<file path="config.mk">
export PLATFORM = sky130hd
export DESIGN_NAME = uart_tx_fifo
export DESIGN_NICKNAME = d
export VERILOG_FILES = /design/src/rtl/uart_tx_fifo_pkg.sv /design/src/rtl/uart_tx_fifo_sync_fifo.sv /design/src/rtl/uart_tx_fifo.sv
export SDC_FILE = /design/constraint.sdc
export NUM_CORES = 1
export LEC_CHECK = 0
export CORE_UTILIZATION = 64
export CTS_CLUSTER_SIZE = 24
export DETAILED_ROUTE_END_ITERATION = 10
export PLACE_DENSITY = 0.84
export SETUP_SLACK_MARGIN = 0.4
export SLEW_MARGIN = 10
export SYNTH_ARGS = -nofsm -noshare
export SYNTH_HDL_FRONTEND = slang
export SYNTH_SLANG_ARGS = --single-unit
</file>
<file path="constraint.sdc">
create_clock -name clk -period 4.45 [get_ports clk]
set_input_delay 0.89 -clock clk [delete_from_list [all_inputs] [get_ports clk]]
set_output_delay 0.89 -clock clk [all_outputs]
set_load 0.02 [all_outputs]
</file>
<file path="src/rtl/uart_tx_fifo_pkg.sv">
// Shared definitions for the UART transmit buffer: FSM encoding and UART status layout.
package uart_tx_fifo_pkg;

  typedef enum logic [1:0] {
    IDLE      = 2'd0,
    ISSUE     = 2'd1,
    WAIT_LOW  = 2'd2,
    WAIT_HIGH = 2'd3
  } state_e;

  // Position of TX ready in the UART status word; the block receives this bit directly.
  localparam int TX_RDY_BIT = 1;

endpackage

</file>
<file path="src/rtl/uart_tx_fifo_sync_fifo.sv">
// Byte FIFO with wrap-bit pointers. Reports full/empty/level and flags dropped pushes.
module uart_tx_fifo_sync_fifo #(
  parameter int DEPTH  = 16,
  parameter int ADDR_W = 4,
  parameter int WIDTH  = 8
) (
  input  logic              clk,
  input  logic              rst,
  input  logic              push_i,
  input  logic [WIDTH-1:0]  push_data_i,
  input  logic              pop_i,
  output logic [WIDTH-1:0]  rd_data_o,
  output logic              full_o,
  output logic              empty_o,
  output logic [ADDR_W:0]   level_o,
  output logic              ovf_set_o
);

  logic [WIDTH-1:0] mem_q [DEPTH];
  logic [ADDR_W:0]  wr_ptr_q, wr_ptr_d;
  logic [ADDR_W:0]  rd_ptr_q, rd_ptr_d;
  logic             do_push;
  logic             do_pop;

  assign empty_o   = (wr_ptr_q == rd_ptr_q);
  assign full_o    = (wr_ptr_q[ADDR_W-1:0] == rd_ptr_q[ADDR_W-1:0]) &&
                     (wr_ptr_q[ADDR_W] != rd_ptr_q[ADDR_W]);
  assign level_o   = wr_ptr_q - rd_ptr_q;
  // full is the pre-edge value, so a simultaneous pop never makes room for this push.
  assign do_push   = push_i & ~full_o;
  assign do_pop    = pop_i & ~empty_o;
  assign ovf_set_o = push_i & full_o;
  assign rd_data_o = mem_q[rd_ptr_q[ADDR_W-1:0]];

  // Next pointer values.
  always_comb begin
    wr_ptr_d = wr_ptr_q + {{ADDR_W{1'b0}}, do_push};
    rd_ptr_d = rd_ptr_q + {{ADDR_W{1'b0}}, do_pop};
  end

  // Pointer registers.
  always_ff @(posedge clk or posedge rst) begin
    if (rst) begin
      wr_ptr_q <= '0;
      rd_ptr_q <= '0;
    end else begin
      wr_ptr_q <= wr_ptr_d;
      rd_ptr_q <= rd_ptr_d;
    end
  end

  // Storage write; contents need no reset since the pointers define validity.
  always_ff @(posedge clk) begin
    if (do_push) mem_q[wr_ptr_q[ADDR_W-1:0]] <= push_data_i;
  end

endmodule

</file>
<file path="src/rtl/uart_tx_fifo.sv">
// Transmit buffer in front of the UART: queues CPU bytes and strobes them out one at
// a time, waiting for TX ready to drop (acknowledge) and rise again between bytes.
//
// state     | meaning
// IDLE      | waiting for a buffered byte and tx_rdy=1
// ISSUE     | uart_write strobe, byte popped, timeout counter cleared
// WAIT_LOW  | waiting for the UART to drop tx_rdy, bounded by ACK_TIMEOUT
// WAIT_HIGH | waiting for tx_rdy to return; drained pulses if nothing is left
module uart_tx_fifo
  import uart_tx_fifo_pkg::*;
#(
  parameter int DEPTH       = 16,
  parameter int ADDR_W      = 4,
  parameter int ACK_TIMEOUT = 8
) (
  input  logic              clk,
  input  logic              rst,
  input  logic              push,
  input  logic [7:0]        push_data,
  input  logic              clr_err,
  input  logic              tx_rdy,
  output logic              uart_write,
  output logic [7:0]        uart_data,
  output logic              full,
  output logic              empty,
  output logic [ADDR_W:0]   level,
  output logic              ovf,
  output logic              ack_err,
  output logic              drained
);

  localparam int CNT_W = $clog2(ACK_TIMEOUT + 1);

  state_e           state_q, state_d;
  logic [CNT_W-1:0] cnt_q, cnt_d;
  logic [7:0]       data_q, data_d;
  logic             ovf_q, ovf_d;
  logic             ack_err_q, ack_err_d;
  logic             drained_q, drained_d;
  logic             pop;
  logic             ack_timeout;
  logic             ovf_set;
  logic [7:0]       fifo_rd_data;

  uart_tx_fifo_sync_fifo #(
    .DEPTH  (DEPTH),
    .ADDR_W (ADDR_W),
    .WIDTH  (8)
  ) u_fifo (
    .clk         (clk),
    .rst         (rst),
    .push_i      (push),
    .push_data_i (push_data),
    .pop_i       (pop),
    .rd_data_o   (fifo_rd_data),
    .full_o      (full),
    .empty_o     (empty),
    .level_o     (level),
    .ovf_set_o   (ovf_set)
  );

  // Next state, byte capture, timeout counting and flag updates.
  always_comb begin
    state_d     = state_q;
    cnt_d       = cnt_q;
    data_d      = data_q;
    pop         = 1'b0;
    ack_timeout = 1'b0;
    drained_d   = 1'b0;
    case (state_q)
      IDLE: begin
        if (!empty && tx_rdy) begin
          state_d = ISSUE;
          // Captured here so the data is registered and valid alongside the strobe.
          data_d  = fifo_rd_data;
        end
      end
      ISSUE: begin
        pop     = 1'b1;
        cnt_d   = '0;
        state_d = WAIT_LOW;
      end
      WAIT_LOW: begin
        if (!tx_rdy) begin
          state_d = WAIT_HIGH;
        end else begin
          cnt_d = cnt_q + 1'b1;
          if (cnt_q == CNT_W'(ACK_TIMEOUT - 1)) begin
            ack_timeout = 1'b1;
            state_d     = IDLE;
          end
        end
      end
      WAIT_HIGH: begin
        if (tx_rdy) begin
          state_d   = IDLE;
          drained_d = empty;
        end
      end
      default: state_d = IDLE;
    endcase
    ovf_d     = ovf_set | (ovf_q & ~clr_err);
    ack_err_d = ack_timeout | (ack_err_q & ~clr_err);
  end

  // State and output registers.
  always_ff @(posedge clk or posedge rst) begin
    if (rst) begin
      state_q   <= IDLE;
      cnt_q     <= '0;
      data_q    <= '0;
      ovf_q     <= 1'b0;
      ack_err_q <= 1'b0;
      drained_q <= 1'b0;
    end else begin
      state_q   <= state_d;
      cnt_q     <= cnt_d;
      data_q    <= data_d;
      ovf_q     <= ovf_d;
      ack_err_q <= ack_err_d;
      drained_q <= drained_d;
    end
  end

  assign uart_write = (state_q == ISSUE);
  assign uart_data  = data_q;
  assign ovf        = ovf_q;
  assign ack_err    = ack_err_q;
  assign drained    = drained_q;

endmodule

</file>
### Yosys cells after proc, flatten, opt, wreduce, memory -nomap -nowiden

Memories as Yosys holds them, arrays and structs flattened. A register that Yosys moved wholly into a read port is not among the register bits.
Index checks and enable logic that the tools add are counted.

| operators by class | value |
|---|---|
| mux-type cells | 15 |
| bitwise operators | 10 |
| add/subtract/negate cells | 4 |
| equal/unequal tests | 11 |
| reductions and logical operators | 8 |

Operator list:

| operator | number |
|---|---|
| 5-bit by 1-bit adder with 5-bit output | 2 |
| 1-bit 2-to-1 mux | 8 |
| 2-bit 2-to-1 mux | 4 |
| 2-bit case mux with 4 select lines | 1 |
| 4-bit case mux with 2 select lines | 1 |
| 2-bit inequality test (second input constant) | 3 |
| 1-bit bitwise AND | 5 |
| 5-bit equality test | 1 |
| 5-bit subtractor | 1 |
| 4-bit by 1-bit adder with 4-bit output (second input constant) | 1 |
| 2-bit equality test (second input constant) | 2 |
| 4-bit by 3-bit equality test with 1-bit output (second input constant) | 1 |
| 4-bit equality test | 1 |
| 4-bit 2-to-1 mux | 1 |
| 2-bit AND reduction | 2 |
| 3-bit inequality test (second input constant) | 1 |
| 1-bit NOT | 3 |
| 3-bit AND reduction | 1 |
| 2-bit by 1-bit equality test with 1-bit output (second input constant) | 1 |
| 1-bit logical AND | 2 |
| 2-bit logical NOT | 1 |
| 1-bit bitwise OR | 2 |
| 2-bit nonzero test | 1 |
| 1-bit logical NOT | 1 |
| 1-bit inequality test | 1 |

| storage, ports and cells | value |
|---|---|
| output and inout port bits | 19 |
| bits in writable memories | 128 |
| flip-flop bits (word level) | 19 |
| memories | 1 |
| input bits | 13 |

Memories:

| memory | depth | bits a word | rd ports | clocked after Yosys merged registers in | wr ports | line | RTL |
|---|---|---|---|---|---|---|---|
| u_fifo.mem_q | 16 | 8 | 1 | 1 | 1 | uart_tx_fifo_sync_fifo.sv:19 | `logic [WIDTH-1:0] mem_q [DEPTH];` |

### Logic depth before layout (Yosys ltp)

Gate-level depths: netlist of run 1.

| logic depth | value |
|---|---|
| word-level depth | 6 |
| depth in mapped cells | 12 |
| depth with buffers taken out | 9 |

### Modules after synthesis

A second synthesis of run 1 with hierarchy kept.

| second synthesis, totals | value |
|---|---|
| cell total of the unflattened synthesis | 360 |
| area, all modules | 6,471.2 µm² |

Modules (own cells, without submodules):

| module | seq. area each (µm²) | area each (µm²) | instances | cells each |
|---|---|---|---|---|
| uart_tx_fifo_sync_fifo | 4,093.9 | 5,694.2 | 1 | 295 |
| uart_tx_fifo | 425.4 | 777.0 | 1 | 65 |

### Worst setup path after synthesis of run 1

Ideal clock, no wire load.

| path | value |
|---|---|
| path type | register to output |
| start point | register u_fifo.rd_ptr_q[1] |
| end point | output level[4] |
| stages on the path, launching flop included | 9 |
| slack | 1.618 ns |
| data arrival time | 1.942 ns |
| required time | 3.560 ns |
| buffers on the path | 3 |
| path through | dfrtp_1 buf_6 buf_6 buf_4 inv_1 fa_1 a21o_1 a21oi_1 xnor2_1 |

| on the way | value |
|---|---|
| word-level cells in the longest chain between the ends | 1 |

RTL lines:

| element | line | RTL |
|---|---|---|
| from (decl) | uart_tx_fifo_sync_fifo.sv:21 | `logic [ADDR_W:0] rd_ptr_q, rd_ptr_d;` |
| from (signal assigned) | uart_tx_fifo_sync_fifo.sv:48 | `rd_ptr_q <= rd_ptr_d;` |
| 5-bit subtractor | uart_tx_fifo_sync_fifo.sv:28 | `assign level_o = wr_ptr_q - rd_ptr_q;` |
| to (decl) | uart_tx_fifo.sv:26 | `output logic [ADDR_W:0] level,` |

No other way between the ends.

### Final worst setup path of run 1

| path | value |
|---|---|
| start point | register u_fifo.wr_ptr_q[0] |
| end point | output level[4] |

| on the way | value |
|---|---|
| word-level cells in the longest chain between the ends | 1 |

RTL lines:

| element | line | RTL |
|---|---|---|
| from (decl) | uart_tx_fifo_sync_fifo.sv:20 | `logic [ADDR_W:0] wr_ptr_q, wr_ptr_d;` |
| from (signal assigned) | uart_tx_fifo_sync_fifo.sv:47 | `wr_ptr_q <= wr_ptr_d;` |
| 5-bit subtractor | uart_tx_fifo_sync_fifo.sv:28 |  |

No other way between the ends.

==> impl_results.md, run 1 <==
* Final Slew Violations at 0
* Synth warn at 0
* Port buffer count at 31
* Mapped Area at 6264 µm²
* Fin Hold WS at 0.5313 ns
* RSZ-0062 raised after global routing: no
* CTS Root Cell: clkbuf_8
* Final cycle utilization of the critical path at 82.90%
* Worst path most repeated cell: inv_1
* Top sig layer: met4
* Setup CP Type: reg -> out
* Final WL at 12.94 mm
* Final setup TNS at 0 ns
* Final Hold Fails at 0
* Clk_lat worst skew at 0.52 ns
* Crit path DAT at 2.80 ns
* First-pass DRT Iterations at 5
* Status: finished clean
* Post-CTS Resized at 0
* Fillers at 511
* Die Outline Area at 10,190 µm²
* Share of the synthesized area in the top cell type at 61.37%
* Pin slew with the least headroom to its limit at 0.9962 ns
* CTS max path bufs at 2
* Slew margin rel. at 33.52%
* CTS buffer count at 17
* CTS tree: yes
* Yosys reg bits at 155
* Fmax at 271.1 MHz
* Routed vias/inst at 6.359
* DP Area at 6676 µm²
* Max IR drop VDD at 0.4163 mV
* Critical path capture point type: output port
* Routed met1 length at 5.032 mm
* Synthesized area per cell at 17.02 µm²
* GRT overflow at 0
* Mapped Nets at 391
* Max H-tree Level at 4
* Critical path buffer and inverter count at 3
* Number of flops mapped to enable cells by yosys at 128
* Final setup fails at 0
* Post-synth top area cell: edfxtp_1
* Core box area at 9371 µm²
* Tmin final at 3.689 ns
* Layout cell share with drive strength beyond 1 at 14.66%
* Post-CTS Repair Setup Buffers at 0
* Final Util at 77.77%
* Antenna violations before repair at 0
* Met2 wire len at 6.458 mm
* Layout area overhead at 16.36%
* Cell area after layout at 7288 µm²
* DRT antenna net count at 0
* Pre-CTS WS at 1.309 ns
* Cell count after synthesis at 368
* Largest net degree at the start of global routing at 51
* RD Place Congestion at 0.8367
* Slowest cell on crit path: clkdlybuf4s50_1
* Static Leakage at 2.579 nW
* CP Cell Sequence: inv_1 -> ha_1 -> inv_1 -> fa_1 -> a21o_1 -> a21oi_1 -> xnor2_1 -> clkdlybuf4s50_1
* Startpoint type of the worst setup path: register
* Top cells by area, synth: edfxtp_1, dfrtp_1, mux4_2
* Max_cap viols at 0
* DPL Wire Length at 7.664 mm
* DRT iter0 DRCs at 370
* GRT Total Usage at 27.79%
* First-pass GRT wire length at 19.53 mm
* Wire length on met3 at 1.206 mm
* Clock-pin slew on the worst setup and hold paths at 0.06 ns
* Die width at 100.9 µm
* Hold crit path type: reg -> reg
* Site Rows at 35
* ANT cells at 0
* Vias at 3,510
* Post-synth top cells: edfxtp_1, mux2i_1, nor2_1
* Final Net Count at 433
* CP delay by family, top: buffers and inverters
* Top-count cell post-synth: edfxtp_1
* Ys async rst share at 17.42%
* Critical Path Max Stage Delay at 0.62 ns
* WL/cell at 23.43 µm
* Register area share after synthesis at 72.15%
* Distinct cells, synth at 41
* Pwr Density at 709.0 nW/µm²
* Peak fanout along the critical path at 4
* Die Ht at 100.9 µm
* Main flop type after synthesis: edfxtp_1
* Post-route DRC at 0
* Clk sinks at 155
* Hold_buf cts at 0
* Crit path required time at 3.56 ns
* Final clock skew at 0.009493 ns
* Vias in the first global route at 3,512
* Initial Util at 66.84%
* IO Pins at 32
* Final worst setup slack at 0.7609 ns
## stage by stage
| stage | total power, mW | instances |
|---|---|---|
| 2_1_floorplan | 3.122 | 368 |
| 4_1_cts | 5.167 | 552 |
| 6_report | 5.167 | 552 |
| 3_3_place_gp | 3.599 | 520 |
| 5_1_grt | 5.376 | 552 |
| 3_5_place_dp | 3.654 | 520 |
## final cells by class
class | instances | area [µm²] | area share (%)
Sequential cell | 155 | 4521 | 62.03
Multi-Input combinational cell | 186 | 1590 | 21.82
Clock buffer | 19 | 421.7 | 5.785
Timing Repair Buffer | 37 | 355.3 | 4.876
Clock inverter | 13 | 190.2 | 2.609
Tap cell | 129 | 161.4 | 2.215
Inverter | 13 | 48.80 | 0.6695
## routing by layer
layer	vias to the layer above	track usage, %
met5	-	0
met3	23	6.519
met1	1757	37.31
met2	206	45.15
met4	0	9.922
li1	1524	-
## registers in the layout (all words and copies together), names as in the netlist
name / flops
cnt_q: 4
state_q: 2
u_fifo.rd_ptr_q: 5
drained: 1
uart_data: 8
ovf: 1
u_fifo.mem_q: 128
ack_err: 1
u_fifo.wr_ptr_q: 5
## report_power, final
| part | internal, mW | switching [mW] | leakage (nW) |
|---|---|---|---|
| Combinational | 0.738 | 0.972 | 0.798 |
| Clock | 0.917 | 0.577 | 0.297 |
| Sequential | 1.80 | 0.159 | 1.48 |
| Total | 3.46 | 1.71 | 2.58 |
## cell families (layout without fill, tap and decap cells)
family	count (synthesis)	in the layout	share of synthesized area, %
AO/OA/AOI/OAI	50	50	5.354
XOR/XNOR	10	10	1.518
adder cells (fa/ha/maj)	10	10	2.118
buffers and inverters	27	82	2.457
flip-flops	155	155	72.15
multiplexers	48	48	10.87
AND/OR/NAND/NOR	68	68	5.534
## placed cells by master, fill, tap and decap left out, types with 5 or more instances in the layout
master,instances
a22oi_1,8
a31oi_1,8
buf_4,6
clkbuf_16,16
clkdlybuf4s50_1,31
dfrtp_1,26
edfxtp_1,128
ha_1,9
inv_1,13
mux2i_1,32
mux4_2,16
nand2_1,5
nand3_1,10
nand3b_1,5
nor2_1,32
o21ai_0,5
o22ai_1,17
xnor2_1,6
## worst register-to-register path, stage by stage (launching register included)
cell	delay, ns
dfrtp_1	0.52
inv_1	0.09
ha_1	0.36
nand4_1	0.18
o21ai_2	0.10
or3_4	0.38
nor2_1	0.72
## worst paths after layout
kind,cells after the start,slack [ns],endpoint,from
max in group asynchronous,2,2.88,u_fifo.rd_ptr_q[1],rst
worst max register to register,6,1.72,u_fifo.mem_q[5][6],u_fifo.rd_ptr_q[3]
worst min register to register,1,0.53,u_fifo.wr_ptr_q[4],u_fifo.wr_ptr_q[4]
worst min-delay path,1,0.53,u_fifo.wr_ptr_q[4],u_fifo.wr_ptr_q[4]
min in group asynchronous,2,0.91,ovf,rst
worst max-delay path,8,0.76,level[4],u_fifo.wr_ptr_q[0]
No activity file was read; power rests on OpenSTA's default activity.
==> inputs of run 2 (changes only) <==
--- a/config.mk
+++ b/config.mk
@@ -5,10 +5,10 @@
 export SDC_FILE = /design/constraint.sdc
 export NUM_CORES = 1
 export LEC_CHECK = 0
-export CORE_UTILIZATION = 64
+export CORE_UTILIZATION = 54
 export CTS_CLUSTER_SIZE = 24
 export DETAILED_ROUTE_END_ITERATION = 10
-export PLACE_DENSITY = 0.84
+export PLACE_DENSITY = 0.76
 export SETUP_SLACK_MARGIN = 0.4
 export SLEW_MARGIN = 10
 export SYNTH_ARGS = -nofsm -noshare
==> constraint.sdc (replaced) <==
create_clock -name clk -period 3.19 [get_ports clk]
set_input_delay 0.638 -clock clk [delete_from_list [all_inputs] [get_ports clk]]
set_output_delay 0.638 -clock clk [all_outputs]
set_load 0.02 [all_outputs]
==> run 2 against run 1 <==
Effect of this change:
- clock power increased by 33%
- non-clock buffer count increased by 14
- flip-flop and latch count unchanged
- final area increased by 1.9%
- critical path depth unchanged
- setup slack got worse by 0.32 ns
- highest routed layer unchanged
==> impl_results.md, run 2 (synthesis gave the netlist of run 1 again) <==
* Status: finished clean
* Die Outline Area at 12,030 µm²
* Final clock skew at 0.006330 ns
* CTS buffer count at 17
* Clock-pin slew on the worst setup and hold paths at 0.06 ns
* RD Place Congestion at 0.8708
* Fillers at 735
* Fmax at 363.3 MHz
* Most frequent cells in the layout: edfxtp_1, nor2_1, mux2i_1
* Total chip power at 7.149 mW
* Pint at 4.743 mW
* WL/cell at 22.16 µm
* CTS tree: yes
* Final Hold Fails at 0
* Layout cell share with drive strength beyond 1 at 20.59%
* Sequential power share at 38.5%
* Start point of the critical path: u_fifo.wr_ptr_q[0]
* Area of the multi-input gates at 1634 µm²
* ANT cells at 0
* Peak fanout along the critical path at 4
* Max IR drop VDD at 1.076 mV
* DRT iter0 DRCs at 385
* Die width at 109.7 µm
* Final Net Count at 447
* Final Util at 67.03%
* Critical path capture point type: output port
* Reg2Reg Depth at 4
* Switching share of power at 33.66%
* DRT antenna net count at 0
* GRT Total Usage at 23.36%
* Die Ht at 109.7 µm
* Clk sinks at 155
* Port buffer count at 31
* Combinational power share at 33.9%
* Hold crit path type: reg -> reg
* Tmin final at 2.753 ns
* Post-route DRC at 0
* Layout area overhead at 18.56%
* Largest net degree at the start of global routing at 51
* DP Area at 6788 µm²
* Pwr Density at 962.8 nW/µm²
* Max H-tree Level at 4
* Core box area at 11,080 µm²
* Initial Util at 56.54%
* Antenna violations before repair at 0
* DPL Wire Length at 7.885 mm
* Leading cell type in the layout, fill and taps excluded: edfxtp_1
* Cell area after layout at 7426 µm²
* Routed vias/inst at 6.042
* Pin slew with the least headroom to its limit at 0.8985 ns
* Reg-to-Reg Start: u_fifo.rd_ptr_q[1]
* Hold Path Stages at 1
* Setup CP Type: reg -> out
* Final WL at 12.79 mm
* Startpoint type of the worst setup path: register
* Non-Filler Instances at 577
* Area occupied by registers at 4527 µm²
* Vias at 3,486
* IO Pins at 32
* Static Leakage at 2.647 nW
* First-pass GRT wire length at 19.24 mm
* Placed Instances at 544
* Max_cap viols at 0
* Min-delay src: cnt_q[3]
* Final setup fails at 0
* Clk pwr share at 27.7%
* Sw Pwr at 2.407 mW
* Final Slew Violations at 0
* First-pass DRT Iterations at 5
* GRT overflow at 0
* Final setup TNS at 0 ns
* CTS Root Cell: clkbuf_16
* Site Rows at 38
* Max reg flops at 128
* CTS max path bufs at 2
* Final cycle utilization of the critical path at 86.29%
* Slew margin rel. at 40.10%
* Crit path DAT at 2.11 ns
* Clk_lat worst skew at 0.42 ns
* RSZ-0062 raised after global routing: yes
* Vias in the first global route at 3,440
* Crit path required time at 2.55 ns
-- run 2: cell count changes in the layout (fill, tap and decap cells not counted), sizes merged --
| cell | previous run | this run |
|---|---|---|
| buf | 6 | 21 |
| clkdlybuf4s50 | 31 | 25 |
| dlygate4sd2 | 0 | 4 |
| inv | 16 | 19 |
| bufinv | 4 | 2 |
| clkbuf | 19 | 17 |
| clkdlybuf4s15 | 0 | 1 |
| clkinvlp | 1 | 2 |
-- run 2: worst paths after layout --
| check | slack (ns) | to |
|---|---|---|
| worst max register to register | 0.91 | uart_data[7] |
| worst min-delay path | 0.52 | ack_err |
| max in group asynchronous | 2.32 | u_fifo.rd_ptr_q[3] |
| worst min register to register | 0.52 | ack_err |
| min in group asynchronous | 0.58 | cnt_q[1] |
| worst max-delay path | 0.44 | level[4] |
-- run 2: area by class of cell --
type | count | area share [%]
Clock buffer | 17 | 5.729
Tap cell | 140 | 2.359
Multi-Input combinational cell | 186 | 22.01
Clock inverter | 15 | 2.190
Inverter | 13 | 0.6571
Timing Repair Buffer | 51 | 6.099
Sequential cell | 155 | 60.96
-- run 2: power groups by stage --
stage	logic [mW]	clock network [mW]	registers, mW
floorplan	1.61	0	2.75
global placement	2.32	0	2.74
detailed placement	2.37	0	2.76
CTS	2.37	2.00	2.74
global route	2.61	2.08	2.78
finish	2.42	1.98	2.75
-- run 2: per-layer routing --
layer	track usage, %	routed length [µm]	vias to the layer above
li1	-	-	1550
met1	30.85	5506	1777
met2	37.02	6263	141
met3	6.283	744	18
met4	9.524	273	0
met5	0	0	-
-- run 2: worst max-delay path, cell delays in order, from the launching register on --
cell and delay, ns:
dfrtp_1 0.41, inv_2 0.10, ha_4 0.13, inv_2 0.04, fa_2 0.39, a21o_1 0.18, a21oi_2 0.15, xnor2_1 0.13
buf_4 0.16
-- run 2: repair_timing --
item	in CTS	in global routing
buffers inserted	0	1
pin swaps	0	3
resized for setup	12	12
hold buffers	0	0
setup endpoints to repair	6	3
-- run 2: per-stage QoR --
stage / hold slack [ns] / setup WS [ns]
after CTS: 0.5285 / 0.1674
after global routing: 0.5538 / 0.3517
after floorplan: 0.4767 / 0.4087
after global placement: 0.5030 / 0.3702
after detailed placement: 0.5077 / 0.3047
final: 0.5161 / 0.4375
==> inputs of run 3 (changes only) <==
--- a/config.mk
+++ b/config.mk
@@ -5,6 +5,7 @@
 export SDC_FILE = /design/constraint.sdc
 export NUM_CORES = 1
 export LEC_CHECK = 0
+export CORE_MARGIN = 10
 export CORE_UTILIZATION = 54
 export CTS_CLUSTER_SIZE = 24
 export DETAILED_ROUTE_END_ITERATION = 10
==> run 3 against run 2 <==
Effect of this change:
- register-to-register slack got worse by 0.05 ns
- final area shrank 1.2%
- fmax up 0.50%
- clock skew is essentially flat
- first-iteration DRC count is 7.3% lower
- sequential share of layout area increased by 0.68 points
- total power fell by 2.9%
- die area rose by 36%
- largest power group unchanged
- critical path type unchanged
- clock power decreased by 9%
- routed wire length rose by 2.1%
==> impl_results.md, run 3 (synthesis gave the netlist of run 1 again) <==
* Setup CP Type: reg -> out
* Routed vias/inst at 5.941
* First-pass DRT Iterations at 5
* DRT iter0 DRCs at 357
* First-pass GRT wire length at 20.18 mm
* Leading cell type in the layout, fill and taps excluded: edfxtp_1
* Max H-tree Level at 4
* Die width at 127.7 µm
* Max reg flops at 128
* IO Pins at 32
* CTS buffer count at 17
* Core box area at 11,370 µm²
* Crit path DAT at 2.10 ns
* Crit path required time at 2.55 ns
* WL/cell at 22.54 µm
* Final Hold Fails at 0
* RD Place Congestion at 0.8235
* DRT antenna net count at 0
* Final WL at 13.05 mm
* Startpoint type of the worst setup path: register
* Final setup TNS at 0 ns
* Clk_lat worst skew at 0.42 ns
* Pin slew with the least headroom to its limit at 1.070 ns
* Non-Filler Instances at 579
* CTS max path bufs at 2
* Tmin final at 2.739 ns
* Fmax at 365.1 MHz
* GRT overflow at 0
* Final clock skew at 0.006592 ns
* Peak fanout along the critical path at 3
* ANT cells at 0
* Die Outline Area at 16,310 µm²
* GRT Total Usage at 16.43%
* Most frequent cells in the layout: edfxtp_1, nor2_1, mux2i_1
* Max IR drop VDD at 1.083 mV
* Clk sinks at 155
* DPL Wire Length at 8.217 mm
* Post-route DRC at 0
* RSZ-0062 raised after global routing: yes
* CTS tree: yes
* Status: finished clean
* Site Rows at 39
* Slew margin rel. at 28.61%
* Final setup fails at 0
* Layout area overhead at 17.16%
* Antenna violations before repair at 0
* Final Slew Violations at 0
* Vias in the first global route at 3,544
* Clock-pin slew on the worst setup and hold paths at 0.06 ns
* Placed Instances at 546
* Pwr Density at 946.2 nW/µm²
* Max_cap viols at 0
* Die Ht at 127.7 µm
* Vias at 3,440
* Port buffer count at 31
* Final cycle utilization of the critical path at 85.86%
* Initial Util at 55.09%
* Static Leakage at 2.612 nW
* Critical path capture point type: output port
* Hold crit path type: reg -> reg
* CTS Root Cell: clkbuf_16
* Largest net degree at the start of global routing at 51
* Layout cell share with drive strength beyond 1 at 20.18%
* Final Net Count at 446
## run 3: cell type report
| cell class | count | area [µm²] |
|---|---|---|
| sequential | 155 | 4523 |
| fill | 788 | 4031 |
| multi-input combinational | 186 | 1612 |
| timing repair buffer | 50 | 432.9 |
| clock buffer | 17 | 425.4 |
| tap | 143 | 178.9 |
| clock inverter | 15 | 117.6 |
| inverter | 13 | 48.80 |
## run 3: what timing repair did
item,CTS,global route
hold buffers,0,0
setup buffers,0,1
cloned,0,0
endpoints found under the setup margin,6,5
resized for setup,12,12
## run 3: final timing paths
kind / start / end / slack (ns) / cells past startpoint
min reg2reg: u_fifo.wr_ptr_q[4] / u_fifo.wr_ptr_q[4] / 0.52 / 1
max reg2reg: u_fifo.rd_ptr_q[1] / uart_data[1] / 0.86 / 4
min: u_fifo.wr_ptr_q[4] / u_fifo.wr_ptr_q[4] / 0.52 / 1
max: u_fifo.wr_ptr_q[0] / level[4] / 0.45 / 8
max in group asynchronous: rst / u_fifo.rd_ptr_q[0] / 1.69 / 2
min in group asynchronous: rst / ovf / 0.79 / 2
## run 3: stage by stage
stage                     cell area, µm²  power (mW)  hold WS, ns  setup WS [ns]  utilization (%)
after global routing                7338       7.302       0.5362         0.3003            64.54
final                               7338       6.943       0.5155         0.4511            64.54
after CTS                           7337       6.955       0.5240         0.1957            64.53
after floorplan                     6264       4.355       0.4767         0.4087                -
after detailed placement            6784       5.171       0.5139         0.3065            59.67
after global placement              6784       5.073       0.5041         0.3666            59.67
## run 3: metal layers
metal | up-vias | global-route usage, % | part of all wire [%]
li1 | 1550 | - | -
met4 | 0 | 6.358 | 2.1
met2 | 105 | 26.59 | 49
met5 | - | 0 | 0
met3 | 17 | 3.805 | 5.4
met1 | 1768 | 21.15 | 43
## run 3: power by group
part	switching, mW	leakage [nW]	internal, mW	total (mW)
Clock	0.806	0.258	1.01	1.81
Combinational	1.38	0.871	1.02	2.40
Sequential	0.219	1.48	2.52	2.73
## run 3: worst max-delay path, stage by stage, from the launching register on
cell,delay [ns]
dfrtp_1,0.41
inv_2,0.08
ha_1,0.13
inv_1,0.07
fa_2,0.36
a21o_1,0.20
a21oi_2,0.14
xnor2_1,0.13
buf_4,0.16
==> variant 1: new RTL, config.mk and constraints of run 2 <==
Re-encode `state_e` (4 states) as one-hot, 4 bits wide.
--- a/src/rtl/uart_tx_fifo_pkg.sv
+++ b/src/rtl/uart_tx_fifo_pkg.sv
@@ -2,9 +2,9 @@
 package uart_tx_fifo_pkg;
 
-  typedef enum logic [1:0] {
-    IDLE      = 2'd0,
-    ISSUE     = 2'd1,
-    WAIT_LOW  = 2'd2,
-    WAIT_HIGH = 2'd3
+  typedef enum logic [3:0] {
+    IDLE      = 4'b0001,
+    ISSUE     = 4'b0010,
+    WAIT_LOW  = 4'b0100,
+    WAIT_HIGH = 4'b1000
   } state_e;
 
Check against the original RTL: same outputs for any inputs over 10 cycles, from zero or initial values and one cycle with rst high; not proved beyond that.
==> variant 1 against run 2 <==
Maximum frequency shrank 1.0%. Critical path depth is the same. Sequential cell count grew 2. Area after synthesis grew 2.2%. Routed wire length grew 3.1%. Setup slack lost 29 ps. Synthesized cell count grew 3.5%. Final area grew 1.2%. Clock skew grew 1.7 ps. Count of clock-buffer cells in the layout grew 2. Total power shrank 3.3%. Critical endpoint unchanged.
==> variant 1: results (changes against run 2) <==
* Area contributors post-synth: edfxtp_1, dfrtp_1, mux2i_1
* GP Congestion at 0.813 (-6.6%)
* EDFF count, synth at 128 (unchanged)
* # fillers at 753 (+2.4%)
* Layout cells sized above 1 at 0.190 (-0.0162)
* Largest net degree at the start of global routing at 37 (-27%)
* Max rail drop VDD at 0.000622 V (-42%)
* Net count after synthesis at 404 (+3.3%)
* Leak pwr at 2.69 nW (+1.8%)
* Cell variety after synth at 46 (+12%)
* Vias at 3,619 (+3.8%)
* Switching fraction of total power at 0.327 (-0.00971)
* Tot GR Track Use at 0.227 (-0.00623)
* Slew HR at 0.373 (-0.0282)
* Routed length per placed instance at 22.3 um (+0.62%)
* Fin nets at 458 (+2.5%)
* Detailed placement HPWL at 8.30 mm (+5.2%)
* First-pass GRT wire length at 20.3 mm (+5.7%)
* Sequential fraction of the synthesis area at 0.714 (-0.00736)
* Initial DRC count at 421 (+9.4%)
* Status: complete, no violations
* Final Skew at 7.99 ps (+1.66 ps)
* Ys async rst share at 0.185 (+0.0105)
* Dpl cell area at 6900 um2 (+1.6%)
* Top cells by instance count after synthesis: edfxtp_1, mux2i_1, dfrtp_1, nor2_1, o22ai_1
* Placed insts at 553 (+1.7%)
* Worst Path Max Fanout at 6 (+2)
* Drt total wl at 13.2 mm (+3.1%)
==> variant 1: per-stage QoR <==
| stage | setup slack [ps] | hold slack, ps |
|---|---|---|
| final | 409 | 528 |
| after global routing | 347 | 543 |
| after CTS | 294 | 525 |
| after detailed placement | 286 | 517 |
| after global placement | 340 | 504 |
| after floorplan | 402 | 473 |
==> variant 1: final timing paths <==
check	from	to	slack (ps)	cells after the start
worst min-delay path	ovf$_DFF_PP0_	ovf$_DFF_PP0_	530	2
max in group asynchronous	rst	cnt_q[2]$_DFFE_PP0P_	1800	3
worst min register to register	ovf$_DFF_PP0_	ovf$_DFF_PP0_	530	2
worst max register to register	u_fifo.rd_ptr_q[2]$_DFF_PP0_	u_fifo.mem_q[14][3]$_DFFE_PP_	480	7
worst max-delay path	u_fifo.wr_ptr_q[0]$_DFF_PP0_	level[4]	410	8
min in group asynchronous	rst	state_q[3]$_DFFE_PP0P_	730	2
==> variant 1: final cells by class <==
type / count / area [um2] / area share
clock inverter: 13 / 125 / 0.0167
timing repair buffer: 53 / 460 / 0.0613
sequential: 157 / 4580 / 0.610
inverter: 13 / 48.8 / 0.00650
clock buffer: 19 / 433 / 0.0576
tap: 143 / 179 / 0.0238
multi-input combinational: 193 / 1690 / 0.225
==> variant 1: kinds of logic after synthesis <==
| family | after synthesis | synth area share |
|---|---|---|
| compound gates | 47 | 0.0495 |
| xor+xnor | 14 | 0.0203 |
| fa+ha+maj | 10 | 0.0207 |
| buf+inv | 31 | 0.0264 |
| flops | 157 | 0.714 |
| mux | 48 | 0.109 |
| simple gates | 74 | 0.0596 |
==> variant 1: power by group through the flow <==
stage	Clock (mW)	Combinational, mW	Sequential (mW)
after CTS	1.92	2.14	2.76
after floorplan	0	1.51	2.74
after global placement	0	2.12	2.76
final	1.90	2.24	2.77
after detailed placement	0	2.17	2.79
after global routing	2.00	2.38	2.80
==> variant 1: worst max-delay path, cell delays in order, from the launching register on <==
cell and delay [ps]:
dfrtp_2 440, inv_2 90, ha_4 120, inv_2 50, fa_2 400, a21o_1 200, a21oi_2 130, xnor2_1 130
buf_4 160
==> variant 1: layer usage <==
layer | GRT usage | vias up | share of wire
li1 | - | 1596 | -
met3 | 0.0547 | 26 | 0.051
met1 | 0.292 | 1843 | 0.42
met5 | 0 | - | 0
met2 | 0.375 | 154 | 0.50
met4 | 0.0907 | 0 | 0.022
==> variant 1: timing repair <==
| item | CTS | global route |
|---|---|---|
| gates cloned | 0 | 0 |
| gates resized for setup | 17 | 14 |
| buffers inserted | 3 | 3 |
| pin swaps | 2 | 5 |
| setup endpoints to repair | 7 | 5 |
==> variant 2: new RTL, settings of run 2 <==
Made on the original files. Change the parameter `ACK_TIMEOUT` from 8 to 4.
--- a/src/rtl/uart_tx_fifo.sv
+++ b/src/rtl/uart_tx_fifo.sv
@@ -12,5 +12,5 @@
   parameter int DEPTH       = 16,
   parameter int ADDR_W      = 4,
-  parameter int ACK_TIMEOUT = 8
+  parameter int ACK_TIMEOUT = 4
 ) (
   input  logic              clk,
Behaviour: not the same (a bounded check fails within 10 cycles, from zero or initial values and one cycle with rst high).
==> variant 2 against run 2 <==
Sequential cell count shrank 1. Routed wire length is 2.9% lower. Sequential power shrank 1%. Area after synthesis is 0.30% higher. Setup slack got worse by 31 ps. Maximum frequency decreased by 1.1%. Synthesized cell count rose by 5.7%. Total power rose by 0.31%. Final area about the same. Critical path type unchanged. Largest power group unchanged.
==> variant 2: results (changes against run 2) <==
* Status: complete, no violations
* Worst hold stages at 2 (+1)
* Hold WC Path Type: flop to flop
* Clk_lat worst skew at 420 ps (about the same)
* Net count after synthesis at 413 (+5.6%)
* Routed length per placed instance at 20.7 um (-6.6%)
* Tot GR Track Use at 0.227 (-0.00613)
* Layout Cells excl Fill at 600 (+4.0%)
* Reg2Reg Setup Slack at 750 ps (-160 ps)
* TritonCTS Buffers at 17 (unchanged)
* Path depth of the worst reg2reg path at 4 (unchanged)
* Worst Path Max Fanout at 4 (unchanged)
* Vias per cell at 5.96 (-1.4%)
* Slew HR at 0.323 (-0.0784)
* EDFF count, synth at 128 (unchanged)
* Ys async rst share at 0.169 (-0.00536)
* Area contributors post-synth: edfxtp_1, dfrtp_1, mux2i_1
* Vias in the first global route at 3,549 (+3.2%)
* Tcrit/Tclk final at 0.873 (+0.00977)
* Largest net degree at the start of global routing at 58 (+14%)
* Detailed placement HPWL at 7.89 mm (about the same)
* IO Port Bufs at 31 (unchanged)
* Diodes inserted at 0 (unchanged)
* Pint at 4.76 mW (+0.35%)
* Leak pwr at 2.71 nW (+2.5%)
* Yosys Warn Count at 0 (unchanged)
* Max rail drop VDD at 0.000985 V (-8.5%)
* GP Congestion at 0.817 (-6.2%)
* Htree depth at 4 (unchanged)
* Setup WS pre-CTS at 363 ps (+58.8 ps)
* Final Skew at 12.8 ps (+6.49 ps)
* # fillers at 765 (+4.1%)
* Root buf cell: clkbuf_16
* Initial DRC count at 242 (-37%)
* Arr. time, crit path at 2150 ps (+40 ps)
* CTS max path bufs at 2 (unchanged)
* Drt pass-1 iters at 5 (unchanged)
* Initial antenna violation count at 0 (unchanged)
* Max reg flops at 128 (unchanged)
* Top cells by instance count after synthesis: edfxtp_1, mux2i_1, nor2_1, dfrtp_1, o22ai_1
* First-pass GRT wire length at 19.0 mm (-1.1%)
* Clock transition at the registers of the reported paths at 60 ps (about the same)
* Sequential fraction of the synthesis area at 0.715 (-0.00614)
* Fin nets at 468 (+4.7%)
* Layout cells sized above 1 at 0.173 (-0.0331)
* Placed insts at 567 (+4.2%)
* Cells after Synth at 389 (+5.7%)
* Cell variety after synth at 41 (unchanged)
[variant 2: cell types whose count changed after synthesis, sizes merged, moves of 2 or more]
cell / run 2 / this run
nand3b: 5 / 3
mux4: 16 / 8
nand3: 10 / 6
nand2: 5 / 9
mux2i: 32 / 48
nor2: 32 / 35
a221oi: 0 / 7
o21ai: 6 / 14
a22oi: 8 / 0
clkbuf: 2 / 5
[variant 2: path summary, 6_finish.rpt]
check	from	to
min in group asynchronous	rst	uart_data[0]$_DFFE_PP0P_
max in group asynchronous	rst	u_fifo.rd_ptr_q[0]$_DFF_PP0_
worst min register to register	ovf$_DFF_PP0_	ovf$_DFF_PP0_
worst max register to register	u_fifo.rd_ptr_q[0]$_DFF_PP0_	uart_data[0]$_DFFE_PP0P_
worst max-delay path	u_fifo.wr_ptr_q[0]$_DFF_PP0_	level[4]
worst min-delay path	ovf$_DFF_PP0_	ovf$_DFF_PP0_
[variant 2: power by group through the flow]
stage | clock network (mW) | registers [mW] | logic (mW)
2_1_floorplan | 0 | 2.72 | 1.65
3_3_place_gp | 0 | 2.71 | 2.37
3_5_place_dp | 0 | 2.73 | 2.43
4_1_cts | 2.03 | 2.70 | 2.39
5_1_grt | 2.11 | 2.74 | 2.64
6_report | 2.01 | 2.71 | 2.46
[variant 2: kinds of logic after synthesis]
logic type,after synthesis,share of synthesized area
adder cells (fa/ha/maj),11,0.0231
flip-flops,154,0.715
multiplexers,56,0.105
XOR/XNOR,11,0.0165
AO/OA/AOI/OAI,58,0.0601
buffers and inverters,31,0.0281
AND/OR/NAND/NOR,68,0.0516
[variant 2: per-layer routing]
metal,part of all wire,track usage,up-vias
met5,0,0,-
met4,0.023,0.0962,0
met3,0.066,0.0705,16
met2,0.50,0.364,158
met1,0.42,0.288,1797
li1,-,-,1604
[variant 2: area by class of cell]
cell class / instances / area, um2 / share of cell area
clock buffers: 17 / 425 / 0.0572
multi-input cells: 204 / 1650 / 0.221
flip-flops and latches: 154 / 4500 / 0.605
repair buffers: 54 / 467 / 0.0628
well taps: 143 / 179 / 0.0241
clock inverters: 15 / 171 / 0.0231
inverters: 13 / 48.8 / 0.00657
[variant 2: repair_timing]
item	in CTS	in global routing
gates resized for setup	8	12
cloned	0	0
hold buffers	0	0
setup buffers	0	1
endpoints found under the setup margin	6	4
pin swaps	1	2
[variant 2: stage by stage]
stage	hold slack [ps]	total power [mW]	instance area, um2	util
after global placement	489	5.08	6810	0.599
after global routing	553	7.49	7430	0.654
after floorplan	472	4.37	6280	-
after CTS	540	7.12	7400	0.651
final	531	7.17	7430	0.654
after detailed placement	529	5.17	6810	0.599
[variant 2: critical path, cell delays in order (launching register included)]
cell	delay, ps
dfrtp_1	410
inv_1	100
ha_1	140
inv_1	60
fa_2	350
a21o_1	220
a21oi_2	150
xnor2_1	130
buf_4	160
